## src/rtl/rename_undo_if.sv

```systemverilog
// rename_undo_if: rename/commit/recover bus between pipeline (master) and rename_undo_unit (slave)
interface rename_undo_if #(
  parameter int PHYS_W = 6,
  parameter int CNT_W = 7
);
  logic alloc_valid;
  logic alloc_ready;
  logic alloc_uses_rd;
  logic [4:0] alloc_rd_arch;
  logic [PHYS_W-1:0] alloc_pd_new;
  logic [PHYS_W-1:0] alloc_pd_old;
  logic [4:0] rs1_arch;
  logic [4:0] rs2_arch;
  logic [PHYS_W-1:0] rs1_phys;
  logic [PHYS_W-1:0] rs2_phys;
  logic commit_valid;
  logic commit_uses_rd;
  logic [PHYS_W-1:0] commit_pd_old;
  logic recover_valid;
  logic recover_uses_rd;
  logic [4:0] recover_rd_arch;
  logic [PHYS_W-1:0] recover_pd_old;
  logic [PHYS_W-1:0] recover_pd_new;
  logic [CNT_W-1:0] free_count;
  logic err_double_free;
  modport master (
    output alloc_valid, alloc_uses_rd, alloc_rd_arch, rs1_arch, rs2_arch,
           commit_valid, commit_uses_rd, commit_pd_old,
           recover_valid, recover_uses_rd, recover_rd_arch, recover_pd_old, recover_pd_new,
    input  alloc_ready, alloc_pd_new, alloc_pd_old, rs1_phys, rs2_phys, free_count, err_double_free
  );
  modport slave (
    input  alloc_valid, alloc_uses_rd, alloc_rd_arch, rs1_arch, rs2_arch,
           commit_valid, commit_uses_rd, commit_pd_old,
           recover_valid, recover_uses_rd, recover_rd_arch, recover_pd_old, recover_pd_new,
    output alloc_ready, alloc_pd_new, alloc_pd_old, rs1_phys, rs2_phys, free_count, err_double_free
  );
endinterface

```

## src/rtl/rename_undo_unit.sv

```systemverilog
// rename_undo_unit: speculative RAT + circular freelist with youngest-first undo walk; clk/rst (sync high), bus slave; optional RENAME_DOUBLE_FREE_CHK_EN
module rename_undo_unit #(
  parameter int ARCH_REGS = 32,
  parameter int PHYS_REGS = 64,
  parameter int PHYS_W = $clog2(PHYS_REGS)
) (
  input logic clk,
  input logic rst,
  rename_undo_if.slave bus
);
  localparam int CNT_W = $clog2(PHYS_REGS + 1);
  localparam logic [CNT_W-1:0] FULL = CNT_W'(PHYS_REGS);
  typedef enum logic {RUN, RECOVER} state_t;
  state_t state_q, state_d;
  logic [PHYS_W-1:0] rat_q [ARCH_REGS];
  logic [PHYS_W-1:0] rat_d [ARCH_REGS];
  logic [PHYS_W-1:0] fl_q [PHYS_REGS];
  logic [PHYS_W-1:0] fl_d [PHYS_REGS];
  logic [PHYS_W-1:0] head_q, head_d, tail_q, tail_d;
  logic [CNT_W-1:0] count_q, count_d, cnt_pop;
  logic fire, c_req, r_req, c_ok, r_ok, dup_c, dup_r;
  function automatic logic [PHYS_W-1:0] inc(input logic [PHYS_W-1:0] p);
    return (p == PHYS_W'(PHYS_REGS - 1)) ? '0 : p + 1'b1;
  endfunction
  assign bus.alloc_ready = state_q == RUN && !bus.recover_valid &&
                           (!bus.alloc_uses_rd || bus.alloc_rd_arch == '0 || count_q != '0);
  assign fire = bus.alloc_valid && bus.alloc_ready && bus.alloc_uses_rd && bus.alloc_rd_arch != '0;
  assign bus.alloc_pd_new = bus.alloc_rd_arch == '0 ? '0 : fl_q[head_q];
  assign bus.alloc_pd_old = rat_q[bus.alloc_rd_arch];
  assign bus.rs1_phys = rat_q[bus.rs1_arch];
  assign bus.rs2_phys = rat_q[bus.rs2_arch];
  assign bus.free_count = count_q;
  assign c_req = bus.commit_valid && bus.commit_uses_rd;
  assign r_req = bus.recover_valid && bus.recover_uses_rd && bus.recover_rd_arch != '0;
  assign cnt_pop = count_q - CNT_W'(fire);
  // Pushes that would overfill the freelist are dropped; commit takes the slot before recover.
  assign c_ok = c_req && !dup_c && cnt_pop < FULL;
  assign r_ok = r_req && !dup_r && cnt_pop + CNT_W'(c_ok) < FULL;
  always_comb begin
    rat_d = rat_q;
    fl_d = fl_q;
    head_d = fire ? inc(head_q) : head_q;
    tail_d = tail_q;
    if (fire) rat_d[bus.alloc_rd_arch] = fl_q[head_q];
    if (r_req) rat_d[bus.recover_rd_arch] = bus.recover_pd_old;
    if (c_ok) fl_d[tail_q] = bus.commit_pd_old;
    if (r_ok) fl_d[c_ok ? inc(tail_q) : tail_q] = bus.recover_pd_new;
    if (c_ok) tail_d = inc(tail_d);
    if (r_ok) tail_d = inc(tail_d);
    count_d = cnt_pop + CNT_W'(c_ok) + CNT_W'(r_ok);
    state_d = bus.recover_valid ? RECOVER : RUN;
  end
  always_ff @(posedge clk) begin
    if (rst) begin
      for (int i = 0; i < ARCH_REGS; i++) rat_q[i] <= PHYS_W'(i);
      for (int i = 0; i < PHYS_REGS; i++) fl_q[i] <= i < PHYS_REGS - ARCH_REGS ? PHYS_W'(i + ARCH_REGS) : '0;
      head_q <= '0;
      tail_q <= PHYS_W'((PHYS_REGS - ARCH_REGS) % PHYS_REGS);
      count_q <= CNT_W'(PHYS_REGS - ARCH_REGS);
      state_q <= RUN;
    end else begin
      rat_q <= rat_d;
      fl_q <= fl_d;
      head_q <= head_d;
      tail_q <= tail_d;
      count_q <= count_d;
      state_q <= state_d;
    end
  end
`ifdef RENAME_DOUBLE_FREE_CHK_EN
  logic [PHYS_REGS-1:0] infl_q, infl_d;
  logic err_q, err_d;
  // A tag still marked free (including one being popped this cycle) must not be pushed again.
  assign dup_c = c_req && infl_q[bus.commit_pd_old];
  assign dup_r = r_req && (infl_q[bus.recover_pd_new] || (c_req && bus.commit_pd_old == bus.recover_pd_new));
  assign err_d = err_q | dup_c | dup_r;
  always_comb begin
    infl_d = infl_q;
    if (fire) infl_d[fl_q[head_q]] = 1'b0;
    if (c_ok) infl_d[bus.commit_pd_old] = 1'b1;
    if (r_ok) infl_d[bus.recover_pd_new] = 1'b1;
  end
  always_ff @(posedge clk) begin
    if (rst) begin
      infl_q <= {{(PHYS_REGS - ARCH_REGS){1'b1}}, {ARCH_REGS{1'b0}}};
      err_q <= 1'b0;
    end else begin
      infl_q <= infl_d;
      err_q <= err_d;
    end
  end
  assign bus.err_double_free = err_q;
`else
  assign dup_c = 1'b0;
  assign dup_r = 1'b0;
  assign bus.err_double_free = 1'b0;
`endif
endmodule

```

## src/flat_wrapper.sv

```systemverilog
// flat-port wrapper written by rule: the top's interface ports become plain ports
module rename_undo_unit_flat 
#(
  parameter int ARCH_REGS = 32,
  parameter int PHYS_REGS = 64,
  parameter int PHYS_W = $clog2(PHYS_REGS)
)
  (clk, rst, bus_alloc_valid, bus_alloc_uses_rd, bus_alloc_rd_arch, bus_rs1_arch, bus_rs2_arch, bus_commit_valid, bus_commit_uses_rd, bus_commit_pd_old, bus_recover_valid, bus_recover_uses_rd, bus_recover_rd_arch, bus_recover_pd_old, bus_recover_pd_new, bus_alloc_ready, bus_alloc_pd_new, bus_alloc_pd_old, bus_rs1_phys, bus_rs2_phys, bus_free_count, bus_err_double_free);
  rename_undo_if #(.PHYS_W(PHYS_W)) bus_i ();
  input logic clk;
  input logic rst;
  input wire logic [$bits(bus_i.alloc_valid)-1:0] bus_alloc_valid;
  input wire logic [$bits(bus_i.alloc_uses_rd)-1:0] bus_alloc_uses_rd;
  input wire logic [$bits(bus_i.alloc_rd_arch)-1:0] bus_alloc_rd_arch;
  input wire logic [$bits(bus_i.rs1_arch)-1:0] bus_rs1_arch;
  input wire logic [$bits(bus_i.rs2_arch)-1:0] bus_rs2_arch;
  input wire logic [$bits(bus_i.commit_valid)-1:0] bus_commit_valid;
  input wire logic [$bits(bus_i.commit_uses_rd)-1:0] bus_commit_uses_rd;
  input wire logic [$bits(bus_i.commit_pd_old)-1:0] bus_commit_pd_old;
  input wire logic [$bits(bus_i.recover_valid)-1:0] bus_recover_valid;
  input wire logic [$bits(bus_i.recover_uses_rd)-1:0] bus_recover_uses_rd;
  input wire logic [$bits(bus_i.recover_rd_arch)-1:0] bus_recover_rd_arch;
  input wire logic [$bits(bus_i.recover_pd_old)-1:0] bus_recover_pd_old;
  input wire logic [$bits(bus_i.recover_pd_new)-1:0] bus_recover_pd_new;
  output wire logic [$bits(bus_i.alloc_ready)-1:0] bus_alloc_ready;
  output wire logic [$bits(bus_i.alloc_pd_new)-1:0] bus_alloc_pd_new;
  output wire logic [$bits(bus_i.alloc_pd_old)-1:0] bus_alloc_pd_old;
  output wire logic [$bits(bus_i.rs1_phys)-1:0] bus_rs1_phys;
  output wire logic [$bits(bus_i.rs2_phys)-1:0] bus_rs2_phys;
  output wire logic [$bits(bus_i.free_count)-1:0] bus_free_count;
  output wire logic [$bits(bus_i.err_double_free)-1:0] bus_err_double_free;
  assign bus_i.alloc_valid = bus_alloc_valid;
  assign bus_i.alloc_uses_rd = bus_alloc_uses_rd;
  assign bus_i.alloc_rd_arch = bus_alloc_rd_arch;
  assign bus_i.rs1_arch = bus_rs1_arch;
  assign bus_i.rs2_arch = bus_rs2_arch;
  assign bus_i.commit_valid = bus_commit_valid;
  assign bus_i.commit_uses_rd = bus_commit_uses_rd;
  assign bus_i.commit_pd_old = bus_commit_pd_old;
  assign bus_i.recover_valid = bus_recover_valid;
  assign bus_i.recover_uses_rd = bus_recover_uses_rd;
  assign bus_i.recover_rd_arch = bus_recover_rd_arch;
  assign bus_i.recover_pd_old = bus_recover_pd_old;
  assign bus_i.recover_pd_new = bus_recover_pd_new;
  assign bus_alloc_ready = bus_i.alloc_ready;
  assign bus_alloc_pd_new = bus_i.alloc_pd_new;
  assign bus_alloc_pd_old = bus_i.alloc_pd_old;
  assign bus_rs1_phys = bus_i.rs1_phys;
  assign bus_rs2_phys = bus_i.rs2_phys;
  assign bus_free_count = bus_i.free_count;
  assign bus_err_double_free = bus_i.err_double_free;
  rename_undo_unit #(.ARCH_REGS(ARCH_REGS), .PHYS_REGS(PHYS_REGS), .PHYS_W(PHYS_W)) u_core (.clk(clk), .rst(rst), .bus(bus_i));
endmodule
```

## config.mk

```make
export PLATFORM = sky130hd
export DESIGN_NAME = rename_undo_unit_flat
export DESIGN_NICKNAME = d
export VERILOG_FILES = /design/src/rtl/rename_undo_if.sv /design/src/rtl/rename_undo_unit.sv /design/src/flat_wrapper.sv
export SDC_FILE = /design/constraint.sdc
export NUM_CORES = 2
export LEC_CHECK = 0
export ABC_AREA = 1
export BUFFER_PORTS_ARGS = -buffer_cell sky130_fd_sc_hd__clkbuf_2
export CAP_MARGIN = 20
export CORE_MARGIN = 5
export CORE_UTILIZATION = 35
export DETAILED_ROUTE_END_ITERATION = 10
export GPL_TIMING_DRIVEN = 0
export PLACE_DENSITY = 0.61
export SYNTH_ARGS = -nofsm -noshare
export SYNTH_HDL_FRONTEND = slang
export SYNTH_SLANG_ARGS = --single-unit
```

## constraint.sdc

```tcl
create_clock -name clk -period 14.1 [get_ports clk]
set_input_delay 2.82 -clock clk [delete_from_list [all_inputs] [get_ports clk]]
set_output_delay 2.82 -clock clk [all_outputs]
set_load 0.03 [all_outputs]
```

==> results by group <==
Placed design
  • Post-DP Area: ~40000 sq um
  • Placed Cells incl. Taps: 7816
  • PortBufs: 66
  • GP Congestion: 1.092
  • DP Worst Slack: between 4 and 5 ns
  • Dpl hpwl: between 150000 and 200000 um

Setup path
  • Arr. time, crit path: around 7 ns
  • Critical Path End Type: output port
  • Reg2Reg Launch Point: u_core.bus.free_count[4]$_SDFF_PP0_
  • Crit-path cells: clkbuf_2 > inv_1 > nor2_1 > inv_1 > clkbuf_1 > o22ai_1 > o21ai_0 > nand4_1 > or2_2 > clkbuf_2
  • Max FO, Critical Path: 10
  • Crit Path Class: input port to output port
  • Slowest CP cell: o21ai_0
  • CP delay by family, top: buffers and inverters
  • Crit path from: bus_alloc_rd_arch[0]
  • Buffer and inverter count on the worst path: 5
  • Req. time, crit path: between 10 and 15 ns
  • Max incr delay on CP: roughly 1.1 ns
  • CP Launch Type: input port

Clock network
  • Post-CTS Hold Buffers: 0
  • Clk slew on worst S/H paths: 0.06 ns
  • Max clock buf depth: 3
  • CTS sink cnt: ~600
  • Post-CTS Setup Repair Bufs: 0
  • H-tree levels: 3
  • CTS tree: done
  • Clk Latency, worst-skew pair: between 0.6 and 0.7 ns
  • Root buf cell: clkbuf_16
  • Post-cts resize count: 0
  • Clock buffer count from CTS: 75

Status
  • Status: complete, no violations

Run
  • MaxCap Viol Count: 0

Timing
  • Setup TNS: 0 ns
  • RSZ-0062 raised after global routing: no
  • Least-Margin Pin Slew: 1.331 ns
  • Final Slew Violations: 0
  • Final hold vios: 0
  • Crit share post-route: a little under three quarters
  • Final setup margin: ~4 ns
  • Max-slew headroom: 11.24%
  • Max Clock Freq: 0.1001 GHz
  • Setup Skew: between 0.04 and 0.05 ns
  • Final setup fails: 0
  • Fin Hold WS: roughly 0.47 ns
  • Min Tclk post-route: ~10 ns

Synth
  • Async set-reset flop share out of synthesis: 0%
  • Syn_area_per_cell: just under 6 sq um
  • Cell count after synthesis: between 6k and 7k
  • Synth unique cells: 38
  • Post-synthesis mux area share: 0%
  • Post-synthesis sequential area ratio: between 30% and 40%
  • Synth Flop Type: dfxtp_1
  • YS warnings: 0
  • Post-synthesis register bit count: 596
  • Post-synthesis adder-cell area fraction: less than 1%
  • Post-Synthesis Net Count: ~6.4k
  • XOR/XNOR Fraction of Synth Area: 0.07119%
  • Main combinational cell family by area after synthesis: simple AND/OR/NAND/NOR gates
  • Post-synthesis simple-gate area fraction: 33.38%
  • Synth Cell Area: 36910 sq um
  • Post-synthesis compound-gate area fraction: about 25%
  • EDFF count, synth: 0

Detailed routing
  • DR WL met2: approximately 87000 um
  • Met3 WL: around 38000 um
  • TritonRoute pass-1 iters: 9
  • Post-route ant nets: 0
  • Vias per inst: around 6.0
  • Top sig layer: met5
  • WL per Instance: a little under 30 um
  • DRT iter0 DRCs: approximately 8.6k
  • Drt total wl: ~230000 um
  • Total number of vias: 47.85k
  • Wl on met1: roughly 97000 um
  • Post-route DRC: 0

Power and ir drop
  • Leak pwr: 20.02 nW
  • Pwr Total: 4.438 mW
  • Pwr dens: 104.6 nW/um^2
  • IR drop worst, VDD: around 70 uV

Floorplanning
  • Starting Density: between 30% and 40%
  • Site Rows: 119
  • DIE HEIGHT: 334.7 um
  • Io pins: between 70 and 80
  • Die Wd: roughly 330 um
  • Core area: between 100000 and 150000 sq um
  • DIE AREA: around 110000 sq um

Finish
  • Synth-to-Final Area Change: 14.93%
  • Cell area after layout: roughly 42000 sq um
  • Final-stage net count: 6572
  • Non-filler instance count after layout: around 8k
  • Final core utilization: between 40% and 50%
  • Layout cell share with drive strength beyond 1: under 10%

GRT
  • Total track usage: between 30% and 40%
  • Largest net degree at the start of global routing: 13
  • Initial antenna violation count: 24
  • Vias in the first global route: slightly above 40k
  • Global-route wire length before repair: about 320000 um
  • GR Overflow Total: 0

Min path
  • Hold WC Path Type: flip-flop to flip-flop
  • Hold_sp: u_core.rat_q[190]$_SDFF_PP0_
[tightest hold or removal path: cells and delay by family, from the launching register on]
| kind | cells | cell delay, ns |
|---|---|---|
| DFF | 1 | 0.33 |
| buffers and inverters | 1 | 0.06 |
| and+or+nand+nor | 1 | 0.03 |
[area by class of cell]
cell class | instances | area, sq um
diodes | 17 | 42.54
plain buffers | 462 | 1831
clock buffers | 116 | 2273
clock inverters | 22 | 274.0
fillers | 11640 | 62550
inverters | 367 | 1378
multi-input cells | 4897 | 21820
flip-flops and latches | 596 | 11930
well taps | 1391 | 1740
repair buffers | 118 | 1126
[cell families (layout without fill, tap and decap cells)]
kind of cell | after synthesis | in the layout
other | 1 | 18
flip-flops | 596 | 596
AND/OR/NAND/NOR | 3136 | 3136
AO/OA/AOI/OAI | 1748 | 1748
XOR/XNOR | 3 | 3
adder cells (fa/ha/maj) | 9 | 9
buffers and inverters | 829 | 1085
[routing by layer]
metal | global-route usage [%] | vias to the layer above
li1 | - | 21140
met1 | 55.47 | 22440
met2 | 51.69 | 3622
met3 | 16.85 | 636
met4 | 17.65 | 4
met5 | 0.08511 | -
[cells in the final DEF (no fill, tap or decap), types with 8 or more instances in the layout]
cell / Yosys / layout
nor2_1: 1285 / 1277
o221ai_1: 38 / 38
buf_8: 0 / 28
or2_2: 8 / 8
ha_1: 9 / 9
clkbuf_2: 0 / 66
a31oi_1: 12 / 12
buf_4: 5 / 9
o22ai_1: 43 / 43
nor3_1: 16 / 9
inv_2: 12 / 12
diode_2: 0 / 17
a22oi_1: 54 / 54
buf_6: 1 / 11
buf_2: 56 / 57
buf_1: 49 / 49
buf_16: 0 / 8
o211ai_1: 62 / 62
nand4_1: 12 / 12
clkinv_2: 0 / 10
o21ai_1: 18 / 18
nand3_1: 290 / 290
nor3_2: 2 / 9
dfxtp_1: 596 / 596
o21ai_0: 771 / 771
clkinv_1: 10 / 10
nor2_2: 12 / 20
inv_1: 345 / 345
a32oi_1: 10 / 10
clkbuf_8: 0 / 20
clkbuf_16: 0 / 77
nand2_1: 1495 / 1495
clkbuf_1: 351 / 370
a21oi_1: 736 / 736
[sequential cells by signal (all words and copies together), names as in the netlist]
signal	flops
u_core.tail_q	6
u_core.state_q	1
u_core.bus.free_count	7
u_core.fl_q	384
u_core.rat_q	192
u_core.head_q	6
[worst paths after layout]
check / endpoint / slack (ns) / cells after the start
setup / recovery: bus_alloc_pd_old[4] / 4.11 / 10
hold reg to reg: u_core.rat_q[190]$_SDFF_PP0_ / 0.47 / 2
hold / removal: u_core.rat_q[190]$_SDFF_PP0_ / 0.47 / 2
setup reg to reg: u_core.fl_q[254]$_SDFF_PP1_ / 7.80 / 26
[cell usage after synthesis, types with 8 or more instances]
cell,number,area (sq um)
o22ai_1,43,269.0
buf_1,49,183.9
a22oi_1,54,405.4
o21ai_1,18,90.09
ha_1,9,112.6
clkinv_1,10,37.54
a21oi_1,736,3684
inv_1,345,1295
or2_2,8,50.05
clkbuf_1,351,1318
nand2_1,1495,5612
o21ai_0,771,3859
dfxtp_1,596,11930
a31oi_1,12,75.07
o211ai_1,62,465.5
nor3_1,16,80.08
buf_2,56,280.3
a32oi_1,10,87.58
inv_2,12,45.04
nor2_2,12,75.07
o221ai_1,38,332.8
nor2_1,1285,4823
nand4_1,12,75.07
nand3_1,290,1451
[power breakdown]
part | total [mW] | internal [mW] | switching, mW
Combinational | 0.678 | 0.130 | 0.548
Sequential | 1.71 | 1.70 | 0.0152
Clock | 2.05 | 1.18 | 0.871
(Power assumes the default switching activity.)
